### src/rtl/mem_bus_arbiter_pkg.sv
// Shared bus types, arbiter state encoding and the ibus-to-dbus request adapter.
package mem_bus_arbiter_pkg;

   localparam int unsigned AddrW = 32;
   localparam int unsigned DataW = 32;

   // Fetches are always full-word reads.
   localparam logic [2:0] SizeWord = 3'd2;

   typedef enum logic [1:0] {
      ARB_IDLE    = 2'd0,
      ARB_GRANT_I = 2'd1,
      ARB_GRANT_D = 2'd2
   } arb_state_t;

   typedef struct packed {
      logic             valid;
      logic [AddrW-1:0] addr;
   } ibus_req_t;

   typedef struct packed {
      logic             addr_ok;
      logic             data_ok;
      logic [DataW-1:0] data;
   } ibus_resp_t;

   typedef struct packed {
      logic             valid;
      logic [AddrW-1:0] addr;
      logic [2:0]       size;
      logic [3:0]       strobe;
      logic [DataW-1:0] data;
   } dbus_req_t;

   typedef struct packed {
      logic             addr_ok;
      logic             data_ok;
      logic [DataW-1:0] data;
   } dbus_resp_t;

   // A granted fetch becomes a word read on the downstream bus.
   function automatic dbus_req_t ibus_to_dbus(input logic [AddrW-1:0] addr);
      dbus_req_t r;
      r.valid  = 1'b1;
      r.addr   = addr;
      r.size   = SizeWord;
      r.strobe = 4'h0;
      r.data   = '0;
      return r;
   endfunction

endpackage

### src/rtl/mem_bus_arb_perf.sv
// Grant performance counters for mem_bus_arbiter; wrap modulo 2^CNT_W, cleared by reset only.
module mem_bus_arb_perf
   import mem_bus_arbiter_pkg::*;
#(
   parameter int unsigned CNT_W = 32
) (
   input  logic             clk_i,
   input  logic             rst_ni,
   input  logic             igrant_inc_i,
   input  logic             dgrant_inc_i,
   output logic [CNT_W-1:0] perf_igrant_o,
   output logic [CNT_W-1:0] perf_dgrant_o
);

   logic [CNT_W-1:0] igrant_q, igrant_d;
   logic [CNT_W-1:0] dgrant_q, dgrant_d;

   // Count one per grant entry.
   always_comb begin
      igrant_d = igrant_q + CNT_W'(igrant_inc_i);
      dgrant_d = dgrant_q + CNT_W'(dgrant_inc_i);
   end

   // Counter registers.
   always_ff @(posedge clk_i or negedge rst_ni) begin
      if (!rst_ni) begin
         igrant_q <= '0;
         dgrant_q <= '0;
      end else begin
         igrant_q <= igrant_d;
         dgrant_q <= dgrant_d;
      end
   end

   assign perf_igrant_o = igrant_q;
   assign perf_dgrant_o = dgrant_q;

endmodule

### src/rtl/mem_bus_arbiter.sv
// Arbitrates the downstream bus between fetch (ibus) and memory stage (dbus).
// dbus has priority; after STARVE_MAX consecutive dbus grants with ibus pending, ibus wins.
// Optional grant counters are enabled by defining MEM_BUS_ARB_PERF_EN.
module mem_bus_arbiter
   import mem_bus_arbiter_pkg::*;
#(
   parameter int unsigned STARVE_MAX = 4,
   parameter int unsigned CNT_W      = 32
) (
   input  logic             clk,
   input  logic             reset_n,
   input  ibus_req_t        ireq,
   output ibus_resp_t       iresp,
   input  dbus_req_t        dreq,
   output dbus_resp_t       dresp,
   output dbus_req_t        oreq,
   input  dbus_resp_t       oresp,
   output logic             grant_d,
   output logic [CNT_W-1:0] perf_igrant,
   output logic [CNT_W-1:0] perf_dgrant
);

   localparam int unsigned StarveW = $clog2(STARVE_MAX + 1);
   localparam logic [StarveW-1:0] StarveMax = StarveW'(STARVE_MAX);

   arb_state_t         state_q, state_d;
   logic [StarveW-1:0] starve_q, starve_d;
   logic               enter_i, enter_d;

   // Arbitrate only from IDLE; a grant is held until downstream data_ok.
   always_comb begin
      state_d = state_q;
      case (state_q)
         ARB_IDLE: begin
            if (dreq.valid && (!ireq.valid || (starve_q < StarveMax))) begin
               state_d = ARB_GRANT_D;
            end else if (ireq.valid) begin
               state_d = ARB_GRANT_I;
            end
         end
         ARB_GRANT_I, ARB_GRANT_D: begin
            if (oresp.data_ok) begin
               state_d = ARB_IDLE;
            end
         end
         default: state_d = ARB_IDLE;
      endcase
   end

   assign enter_i = (state_q == ARB_IDLE) && (state_d == ARB_GRANT_I);
   assign enter_d = (state_q == ARB_IDLE) && (state_d == ARB_GRANT_D);

   // Starvation counter: counts dbus wins over a pending ibus, saturating.
   always_comb begin
      starve_d = starve_q;
      if (enter_i || ((state_q == ARB_IDLE) && !ireq.valid)) begin
         starve_d = '0;
      end else if (enter_d && (starve_q != StarveMax)) begin
         starve_d = starve_q + StarveW'(1);
      end
   end

   // State and starvation registers; reset drops any grant immediately.
   always_ff @(posedge clk or negedge reset_n) begin
      if (!reset_n) begin
         state_q  <= ARB_IDLE;
         starve_q <= '0;
      end else begin
         state_q  <= state_d;
         starve_q <= starve_d;
      end
   end

   // Output muxes depend only on registered state, never on request valid.
   always_comb begin
      oreq  = '0;
      iresp = '0;
      dresp = '0;
      case (state_q)
         ARB_GRANT_I: begin
            oreq          = ibus_to_dbus(ireq.addr);
            iresp.addr_ok = oresp.addr_ok;
            iresp.data_ok = oresp.data_ok;
            iresp.data    = oresp.data;
         end
         ARB_GRANT_D: begin
            oreq       = dreq;
            oreq.valid = 1'b1;
            dresp      = oresp;
         end
         default: ;
      endcase
   end

   assign grant_d = (state_q == ARB_GRANT_D);

`ifdef MEM_BUS_ARB_PERF_EN
   mem_bus_arb_perf #(
      .CNT_W(CNT_W)
   ) u_perf (
      .clk_i        (clk),
      .rst_ni       (reset_n),
      .igrant_inc_i (enter_i),
      .dgrant_inc_i (enter_d),
      .perf_igrant_o(perf_igrant),
      .perf_dgrant_o(perf_dgrant)
   );
`else
   assign perf_igrant = '0;
   assign perf_dgrant = '0;
`endif

   // Requesters must hold valid for the whole grant.
   a_ivalid_held : assert property (@(posedge clk) disable iff (!reset_n)
      (state_q == ARB_GRANT_I) |-> ireq.valid)
      else $error("ibus valid dropped during grant");

   a_dvalid_held : assert property (@(posedge clk) disable iff (!reset_n)
      (state_q == ARB_GRANT_D) |-> dreq.valid)
      else $error("dbus valid dropped during grant");

   // data_ok with no grant outstanding is ignored but indicates a downstream bug.
   a_no_idle_data_ok : assert property (@(posedge clk) disable iff (!reset_n)
      (state_q == ARB_IDLE) |-> !oresp.data_ok)
      else $error("downstream data_ok while idle");

endmodule

### config.mk
export PLATFORM = sky130hd
export DESIGN_NAME = mem_bus_arbiter
export DESIGN_NICKNAME = d
export VERILOG_FILES = /design/src/rtl/mem_bus_arbiter_pkg.sv /design/src/rtl/mem_bus_arb_perf.sv /design/src/rtl/mem_bus_arbiter.sv
export SDC_FILE = /design/constraint.sdc
export NUM_CORES = 1
export LEC_CHECK = 0
export ABC_AREA = 1
export BUFFER_PORTS_ARGS = -buffer_cell sky130_fd_sc_hd__buf_2
export CORE_AREA = 2 2 133 135
export CTS_BUF_LIST = sky130_fd_sc_hd__clkbuf_2
export DETAILED_ROUTE_END_ITERATION = 7
export DIE_AREA = 0 0 135 137
export GPL_ROUTABILITY_DRIVEN = 1
export HOLD_SLACK_MARGIN = 0.12
export PLACE_DENSITY = 0.46
export SETUP_SLACK_MARGIN = 0.15
export SLEW_MARGIN = 10
export SYNTH_ARGS = -nofsm -noshare
export SYNTH_HDL_FRONTEND = slang
export SYNTH_SLANG_ARGS = --single-unit
### constraint.sdc
create_clock -name clk -period 2.1 [get_ports clk]
set_clock_uncertainty 0.05 [all_clocks]
set_input_delay 0 -clock clk [delete_from_list [all_inputs] [get_ports clk]]
set_output_delay 0 -clock clk [all_outputs]
set_load 0.005 [all_outputs]
==> impl_metrics.py <==
metrics = {
    "timing": {
        "fmax_ghz": 0.563,
        "hold_violations": 0,
        "setup_tns_ns": 0,
        "min_period_ns": 1.78,
        "finalSetupViolations": 0,
        "fin_ws_ns": 0.325,
        "rsz0062_at_grt": "false",
        "slew_viol_final": 0,
        "fin_crit_sh_pct": 84.5,
    },
    "yosys": {
        "synth_edf_count": 0,
        "async_reset_ff_share_pct": 100,
        "ys_ff_latch": 5,
        "syn_inst": 454,
        "synth_warnings": 0,
        "synth.avg_cell_area_um2": 4.84,
        "seq_area_frac_synth_pct": 5.69,
        "ys.flop_type": "dfrtp_1",
        "ys_types": 17,
        "synth_area_mm2": 0.00220,
    },
    "floorplan": {
        "row_count": 48,
        "die_h_um": 137,
        "die_area_mm2": 0.0185,
        "design.portCount": 346,
        "die_w_um": 135,
        "initial_core_util_pct": 12.9,
        "core-area_mm2": 0.0171,
    },
    "worst_setup_path": {
        "cp_top_family": "buffers and inverters",
        "worst-r2r-cell-count": 9,
        "crit_path_end_kind": "primary output",
        "start_kind": "flip-flop",
        "worstPathMaxFanout": 26,
        "worstPathBufferInverterCount": 4,
        "cp.required_ns": 2.05,
        "crit_cells": 6,
        "crit_chain": "inv_1 -> ha_1 -> inv_2 -> buf_12 -> a21oi_1 -> buf_2",
        "arrival_ns": 1.73,
        "crit_type": "reg -> out",
        "slowest_delay_ns": 0.43,
        "critPathSlowestCell": "dfrtp_2",
    },
    "place": {
        "pre_cts_slack_ns": 0.456,
        "routabilityCongestion": 0.768,
        "hpwl_um": 7530,
        "port_buffers": 281,
    },
    "global_routing": {
        "track_usage_pct": 7.80,
        "grt_remaining_overflow": 0,
        "grt_pass1_wl_um": 11900,
        "antenna_found_initial": 0,
        "grt_pass1_vias": 2463,
        "grt_max_degree": 68,
    },
    "clock_tree": {
        "path_clk_slew_ns": 0.06,
        "cts.sink_count": 5,
        "cts_tree": "done",
        "cts_buffer_depth": 2,
        "htree_levels": 1,
        "cts_root_buf": "clkbuf_2",
        "worstSkewPairLatency_ns": 0.22,
        "post_cts_buffers": 0,
        "cts_made_buffers": 3,
    },
    "final_layout": {
        "fillers": 1976,
        "fin_nets": 872,
        "final_layout_size_suffix_gt1_share_pct": 44.8,
        "n_antenna_cell": 0,
        "synthToLayoutAreaGrowth_pct": 67.8,
    },
    "power_and_ir_drop": {
        "p_leak_uw": 0.00297,
        "ir_drop_mv": 0.533,
        "totalPowerFinal_uw": 3210,
        "p_per_area_mw_per_mm2": 871,
    },
    "detailed_routing": {
        "avgRoutedWirePerCell_um": 9.32,
        "dr.pass1.iters": 4,
        "wl_um": 8840,
        "drt_iter0_drc": 85,
        "drc": 0,
        "via_count": 3170,
        "final_antenna_net_count": 0,
        "via_per_inst": 3.34,
    },
    "run": {
        "drv_cap": 0,
    },
    "run_status": {
        "outcome": "completed",
    },
    "min_path": {
        "worstHoldPathCells": 5,
        "hp-class": "in -> reg",
    },
}
[layout make-up]
type | instances | area [um2] | share of cell area (%)
clock buffers | 4 | 20.0 | 0.543
inverters | 120 | 450 | 12.2
multi-input cells | 306 | 1290 | 35.1
flip-flops and latches | 5 | 128 | 3.46
well taps | 225 | 282 | 7.64
repair buffers | 289 | 1510 | 41.0
[registers in the layout, indices dropped and copies added (netlist names)]
signal	flops
state_q	2
starve_q	3
[per-layer routing]
metal | global-route usage [%] | part of all wire [%] | vias up
met5 | 0 | 0 | -
met4 | 0.694 | 0.023 | 0
met3 | 0.815 | 8.2 | 2
met2 | 16.0 | 54 | 158
met1 | 8.88 | 38 | 1333
li1 | - | - | 1677
[layout by cell type, fill, tap and decap left out, types with 2 or more instances in the layout]
cell	netlist	final
a21oi_1	34	34
conb_1	1	64
clkbuf_2	0	4
nand2_2	5	5
inv_1	98	98
dlygate4sd3_1	0	3
ha_1	6	4
inv_2	22	22
nor2_1	9	9
dfrtp_1	5	3
buf_2	12	281
dfrtp_2	0	2
nand2_1	181	181
buf_4	64	2
buf_12	0	3
nand3_1	3	3
[final timing paths]
check | to | from | slack [ns]
setup reg to reg | starve_q[2]$_DFFE_PN0P_ | state_q[0]$_DFF_PN0_ | 0.47
max in group asynchronous | state_q[0]$_DFF_PN0_ | reset_n | 1.13
hold / removal | starve_q[2]$_DFFE_PN0P_ | ireq[32] | 0.14
setup / recovery | oreq[39] | state_q[0]$_DFF_PN0_ | 0.32
min in group asynchronous | starve_q[1]$_DFFE_PN0P_ | reset_n | 0.65
hold reg to reg | starve_q[1]$_DFFE_PN0P_ | starve_q[1]$_DFFE_PN0P_ | 0.51
[synthesized netlist by cell type (3+ instances only)]
master / number / share of area [%]
a21oi_1: 34 / 7.7
dfrtp_1: 5 / 5.7
buf_2: 12 / 2.7
inv_2: 22 / 3.8
nand2_1: 181 / 31
clkbuf_1: 10 / 1.7
nor2_1: 9 / 1.5
buf_4: 64 / 22
nand2_2: 5 / 1.4
nand3_1: 3 / 0.68
ha_1: 6 / 3.4
inv_1: 98 / 17
[logic make-up after synthesis]
| logic type | count (synthesis) | share of synthesized area (%) |
|---|---|---|
| AO/OA/AOI/OAI | 36 | 8.37 |
| buffers and inverters | 206 | 46.8 |
| other | 1 | 0.171 |
| AND/OR/NAND/NOR | 200 | 35.5 |
| adder cells (fa/ha/maj) | 6 | 3.42 |
| flip-flops | 5 | 5.69 |
[repair_timing]
action / 4_1_cts / 5_1_grt
resized for setup: 0 / 2
endpoints found under the hold margin: 6 / 0
hold buffers: 3 / 0
setup endpoints to repair: 0 / 6
[metrics by stage]
stage	utilization, %	area, um2	std cells	hold slack, ns
6_report	21.6	3690	949	0.136
5_1_grt	21.6	3690	949	0.143
4_1_cts	21.6	3680	949	0.123
3_5_place_dp	21.3	3630	942	-0.222
3_3_place_gp	21.3	3630	942	-0.222
2_1_floorplan	-	2430	517	-0.346
[tightest hold or removal path, cell delays in order]
cell     delay [ns]
buf_2          0.11
inv_1          0.06
nand2_2        0.05
o21ai_0        0.09
a21oi_1        0.05
[where the power goes]
part / switching [uW] / internal (uW) / leakage, uW
logic: 1760 / 1180 / 0.00289
registers: 45.6 / 136 / 0.0000630
clock network: 41.2 / 50.5 / 0.0000166
total: 1840 / 1370 / 0.00297
(Power assumes the default switching activity.)
